`src/rtl/reg_file_mp.sv`:
```
// Two-read / one-write register file with registered reads and a hardware
// clear sequence (INIT) after reset. Define RF_BYPASS_EN for write-first reads.
module reg_file_mp #(
    parameter int DATA_W = 32,
    parameter int DEPTH  = 32,
    parameter int ADDR_W = $clog2(DEPTH)
) (
    input  logic              clk,
    input  logic              rst_n,
    input  logic [ADDR_W-1:0] ra,
    input  logic [ADDR_W-1:0] rb,
    input  logic              re,
    input  logic [ADDR_W-1:0] WriteRegister,
    input  logic              RegWrite,
    input  logic [DATA_W-1:0] WriteData,
    output logic [DATA_W-1:0] RA,
    output logic [DATA_W-1:0] RB,
    output logic              rvalid,
    output logic              ready
);

    typedef enum logic {S_INIT, S_RUN} state_t;

    // One extra index bit so DEPTH == 2**ADDR_W still has a distinct terminal value.
    localparam logic [ADDR_W:0] DEPTH_C  = (ADDR_W+1)'(DEPTH);
    localparam logic [ADDR_W:0] LAST_IDX = (ADDR_W+1)'(DEPTH - 1);

    state_t            r_state;
    state_t            w_state_nxt;
    logic [ADDR_W:0]   r_idx;
    logic [DATA_W-1:0] r_mem [DEPTH];

    logic              w_run;
    logic              w_wr_en;
    logic              w_ra_ok;
    logic              w_rb_ok;
    logic [DATA_W-1:0] w_rd_a;
    logic [DATA_W-1:0] w_rd_b;

    always_ff @(posedge clk or negedge rst_n) begin
        if (!rst_n) r_state <= S_INIT;
        else        r_state <= w_state_nxt;
    end

    always_comb begin
        w_state_nxt = r_state;
        if (r_state == S_INIT && r_idx == LAST_IDX) w_state_nxt = S_RUN;
    end

    always_comb begin
        w_run = (r_state == S_RUN);
        ready = w_run;
    end

    always_ff @(posedge clk or negedge rst_n) begin
        if (!rst_n)     r_idx <= '0;
        else if (!w_run) r_idx <= r_idx + 1'b1;
    end

    assign w_wr_en = w_run && RegWrite && ({1'b0, WriteRegister} < DEPTH_C);
    assign w_ra_ok = ({1'b0, ra} < DEPTH_C);
    assign w_rb_ok = ({1'b0, rb} < DEPTH_C);

    // Storage carries no reset; the INIT sweep is what zeroes it.
    always_ff @(posedge clk) begin
        if (!w_run)       r_mem[r_idx[ADDR_W-1:0]] <= '0;
        else if (w_wr_en) r_mem[WriteRegister]     <= WriteData;
    end

    always_comb begin
        w_rd_a = '0;
        w_rd_b = '0;
        if (w_ra_ok) w_rd_a = r_mem[ra];
        if (w_rb_ok) w_rd_b = r_mem[rb];
`ifdef RF_BYPASS_EN
        if (w_wr_en && WriteRegister == ra) w_rd_a = WriteData;
        if (w_wr_en && WriteRegister == rb) w_rd_b = WriteData;
`endif
    end

    always_ff @(posedge clk or negedge rst_n) begin
        if (!rst_n) begin
            RA     <= '0;
            RB     <= '0;
            rvalid <= 1'b0;
        end else begin
            rvalid <= w_run && re;
            if (w_run && re) begin
                RA <= w_rd_a;
                RB <= w_rd_b;
            end
        end
    end

endmodule

```
`config.mk`:
```
export PLATFORM = sky130hd
export DESIGN_NAME = reg_file_mp
export DESIGN_NICKNAME = d
export VERILOG_FILES = /design/src/rtl/reg_file_mp.sv
export SDC_FILE = /design/constraint.sdc
export NUM_CORES = 1
export LEC_CHECK = 0
export ABC_AREA = 0
export CAP_MARGIN = 0
export CORE_ASPECT_RATIO = 0.6
export CORE_MARGIN = 4
export CORE_UTILIZATION = 25
export CTS_BUF_LIST = sky130_fd_sc_hd__clkbuf_8
export CTS_CLUSTER_DIAMETER = 100
export DETAILED_ROUTE_END_ITERATION = 10
export HOLD_SLACK_MARGIN = 0.15
export PLACE_DENSITY = 0.51
export RECOVER_POWER = 25
export SYNTH_ARGS = -nofsm -noshare
export SYNTH_HDL_FRONTEND = slang
export SYNTH_SLANG_ARGS = --single-unit
```
`constraint.sdc`:
```
create_clock -name clk -period 3.1 [get_ports clk]
set_clock_uncertainty 0.05 [all_clocks]
set_input_delay 0.62 -clock clk [delete_from_list [all_inputs] [get_ports clk]]
set_output_delay 0.62 -clock clk [all_outputs]
set_load 0.01 [all_outputs]
```
## Yosys cells after proc, flatten, opt, wreduce, memory -nomap -nowiden

Memories as Yosys holds them, arrays and structs flattened. A register that Yosys moved wholly into a read port is not among the register bits.
Index checks and enable logic that the tools add are counted.

| storage, ports and cells | value |
|---|---|
| register bits | 8 |
| bits in latches | 0 |
| memory bits (writable) | 1,024 |
| ROM bits | 0 |
| output and inout port bits | 66 |
| logic and storage cells | 20 |
| memories kept | 1 |

Memory list:

| name | words | width | read ports | clocked after memory_dff | write ports | line | text |
|---|---|---|---|---|---|---|---|
| r_mem | 32 | 32 | 2 | 2 | 1 | 31 | `logic [DATA_W-1:0] r_mem [DEPTH];` |

| cells by class | value |
|---|---|
| add/sub/neg operators | 1 |
| multiply operators | 0 |
| div/mod/pow operators | 0 |
| magnitude comparators | 0 |
| equal/unequal tests | 1 |
| shifts and indexed selects | 0 |
| muxes and demuxes | 7 |
| bitwise gates (word level) | 1 |
| reduce and logical (&&, ||, !) cells | 6 |

Operators with widths:

| kind | count |
|---|---|
| two-way mux 32 bit | 1 |
| OR reduction 32 bit | 1 |
| adder 6 x 1 -> 6 bit (second input constant) | 1 |
| == test 6 x 5 -> 1 bit (second input constant) | 1 |
| two-way mux 1 bit | 5 |
| two-way mux 5 bit | 1 |
| logical AND 1 bit | 3 |
| logical NOT 1 bit | 2 |
| NOT 1 bit | 1 |

## Logic depth before layout (Yosys ltp)

| depth | value |
|---|---|
| word-level depth | 6 |
| depth in mapped cells | 8 |

## Least setup slack after synthesis

OpenSTA, ideal clock, no wires.

| path | value |
|---|---|
| path kind | input to register |
| start point | input RegWrite |
| end point | memory r_mem[19][0], enable pin |
| setup time | 0.421 ns |
| arrival time | 2.853 ns |
| slack | -0.225 ns |
| cell stages on the path | 5 |
| path buffers | 1 |
| cell sequence | clkbuf_1 -> nand2_1 -> mux2i_1 -> nand2_1 -> nor2_1 |

| on the way | value |
|---|---|
| cells in the longest elaborated chain, start to end | 6 |
| elaborated cells on any way between the ends | 7 |

RTL lines:

| element | line | text |
|---|---|---|
| from (decl) | 14 | `input logic RegWrite,` |
| logical AND 1 bit * | 60 | `assign w_wr_en = w_run && RegWrite && ({1'b0, WriteRegister} < DEPTH_C);` |
| two-way mux 1 bit * | 67 | `else if (w_wr_en) r_mem[WriteRegister] <= WriteData;` |
| two-way mux 1 bit * | 66 | `if (!w_run) r_mem[r_idx[ADDR_W-1:0]] <= '0;` |
| two-way mux 1 bit (implied by the code) * | 67 |  |
| OR reduction 32 bit (no source line) | n/a |  |
| two-way mux 5 bit (no source line) / two-way mux 1 bit (equally long branches) | n/a |  |
| to (decl) | 31 |  |

Every way passes the cells marked *; elsewhere a longest branch is shown, timed or not.

==> metrics.yaml <==
boundaryPins: 117
utilization_pct: 30.2
nets: 3756
holdPathStages: 1
p_sw_w: 0.00813
rr_worst_depth: 3
cts.sinks: 1096
hold_viol: 0
syn_area_mm2: 0.0516
clkTransAtPathRegs_ps: 70
ys_seq_elements: 1096
hp-class: "register to register"
dieHeight_um: 360
synthTopCellsByArea: "edfxtp_1, mux2i_1, a22oi_1, dfrtp_1, a22o_1"
synth_adder_area_share_pct: 0.0242
fin_ws_ps: 159
power_w: 0.0310
finalWeightedCongestion: 0.795
via_count: 34111
synth_ff_type: "edfxtp_1"
peakVddDrop_uv: 305
grt_use_total_pct: 17.4
critPathBufInv: 3
nFillCells: 20309
layout-drive-gt1-share_pct: 16.6
syn-num-nets: 3410
cts_root_buf: "clkbuf_8"
critPathSlowestCell: "clkbuf_1"
rows: 128
fmax_mhz: 340
p_clk_share_pct: 35.4
final.setup.tns_ps: 0
reg2reg_to: "r_mem[7][21]"
dieArea_mm2: 0.214
antenna_found_initial: 7
syn_avg_cell_area_um2: 15.4
yosysSeqAreaShare_pct: 63.0
slowest_delay_ps: 1660
synth.most_common_cell: "mux2i_1"
core_area_mm2: 0.204
startpoint_type: "input port"
fp.dieW_um: 595
wl_per_cell_um: 29.8
combPwrFrac_pct: 11.4
drtAntennaViolNets: 0
min_to: "r_idx[5]"
intPower_w: 0.0229
rsz0062_at_grt: "no"
grt_pass1_wl_um: 266000
hold_slack_ps: 424
switching_share_pct: 26.2
area_growth_pct: 19.5
port_buffers: 116
seq_power_share_pct: 53.2
syn_inst: 3358
power.density_mw_per_mm2: 502
vias_per_cell: 5.21
worstMarginPinSlew_ps: 2370
firstDrtPassIters: 5
critical_path.cell_chain: "dlygate4sd3_1 > clkbuf_1 > buf_2"
period_share_pct: 94.9
grt_max_degree: 57
setup_viol: 0
period_needed_ps: 2940
wl_um: 195000
end_kind: "async pin"
synth.area.mux_share_pct: 19.9
required_ps: 3890
cts_buffer_depth: 4
synth_top_area_cell: "edfxtp_1"
synth_top_family_by_area: "multiplexers"
crit_type: "input port to async pin"
status: "complete, but fails checks"
grt_pass1_vias: 33549
min-delay-start: "r_idx[5]"
synthArstFlopShare_pct: 6.57
netlist_top_cells_count: "mux2i_1, edfxtp_1, a22oi_1, clkbuf_1, a21oi_1"
dr.first_iter.drc_count: 4283
yosysTopAreaCellShare_pct: 59.5
timing.rr.start: "ready"
synth-edff-count: 1024
yosysWarnings: 0
cts-htree-levels: 4
dp_hpwl_um: 120000
drv_slew: 151
violations: "capacitance limit, slew limit"
cp_max_fo: 22
drv_cap: 5
path_delay_family: "buffers and inverters"
reg2reg_setup_slack_ps: 350
crit_arrival_ps: 3730
p_leak_nw: 23.8
start_util_pct: 25.3
synth_compound_area_share_pct: 12.2
clock_latency_ps: 860
relSlewSlack_pct: -57.8
synth_cell_type_count: 40
dp_slack_ps: 40.0
synthSimpleGateAreaFrac_pct: 1.56
grt_overflow: 0
cts_tree: "done"
drc_errors: 0
post_synth_xor_area_fraction_pct: 0.0848
numCtsBuffers: 162
[how the worst max path moves through the flow]
stage	to	startpoint	slack (ps)	cells after the start
4_1_cts	ready	ready	70	2
6_report	ready	rst_n	160	3
3_3_place_gp	r_mem[4][9]	WriteRegister[0]	20	5
5_1_grt	ready	rst_n	40	3
2_1_floorplan	r_mem[19][0]	RegWrite	-220	5
3_5_place_dp	r_mem[4][24]	WriteRegister[0]	40	5
[cells by family (layout without fill, tap and decap cells)]
group / Yosys count / in the layout
other: 0 / 1
AOI/OAI and AO/OA: 777 / 777
adders and majority gates: 1 / 1
xor gates and xnor gates: 5 / 5
muxes: 1027 / 1027
buffers and inverters: 277 / 736
DFF: 1096 / 1096
and+or+nand+nor: 175 / 175
[power groups by stage]
| stage | logic (W) | registers, W | clock network (W) |
|---|---|---|---|
| global placement | 0.00352 | 0.0168 | 0 |
| finish | 0.00354 | 0.0165 | 0.0110 |
| floorplan | 0.00185 | 0.0168 | 0 |
| CTS | 0.00354 | 0.0165 | 0.0112 |
| detailed placement | 0.00353 | 0.0168 | 0 |
| global route | 0.00370 | 0.0165 | 0.0119 |
[timing repair]
item / CTS / global route
setup buffers: 0 / 0
endpoints found under the hold margin: 49 / 0
setup endpoints to repair: 1 / 0
resized for setup: 1 / 0
hold buffers: 1 / 0
[area by class of cell]
type / instances / area (µm²) / share of cell area, %
antenna: 1 / 2.50 / 0.00405
clock buffer: 169 / 2330 / 3.77
sequential: 1096 / 32600 / 52.7
timing repair buffer: 458 / 5190 / 8.41
inverter: 1 / 3.75 / 0.00608
multi-input combinational: 1985 / 17800 / 28.8
clock inverter: 108 / 447 / 0.724
tap: 2730 / 3420 / 5.53
[registers in the layout, indices dropped and copies added, names as in the netlist]
signal	flops
RA	32
ready	1
rvalid	1
r_mem	1024
RB	32
r_idx	6
[stage by stage]
step | std cells | cell area, µm²
after global routing | 6548 | 61700
after floorplan | 3358 | 51700
after global placement | 6269 | 59000
final | 6548 | 61700
after CTS | 6547 | 61800
after detailed placement | 6269 | 59000
[layout by cell type, fill, tap and decap left out, types with 3 or more instances in the layout]
cell type,n
nor2_1,4
clkbuf_8,169
nand2_1,78
xnor2_1,4
inv_1,72
dfrtp_1,71
clkbuf_1,12
and3_1,32
nand2b_1,3
o22ai_1,64
nor2_4,34
mux2i_1,1025
a22oi_1,256
edfxtp_1,1024
buf_12,122
a22o_1,128
clkdlybuf4s50_1,112
nor2b_4,4
clkinv_1,28
o41ai_2,64
clkinv_2,6
clkbuf_2,9
nand2b_2,3
buf_4,197
a21oi_1,128
a221oi_1,127
o21ai_0,3
[metal layers]
metal,track usage [%],vias up,share of wire [%],routed length [µm]
li1,-,14433,-,-
met4,4.15,2,2.3,4500
met1,25.9,17809,47,91900
met3,4.62,286,8.9,17300
met2,24.8,1581,42,81200
met5,0,-,0.0067,13
(Power assumes the default switching activity.)
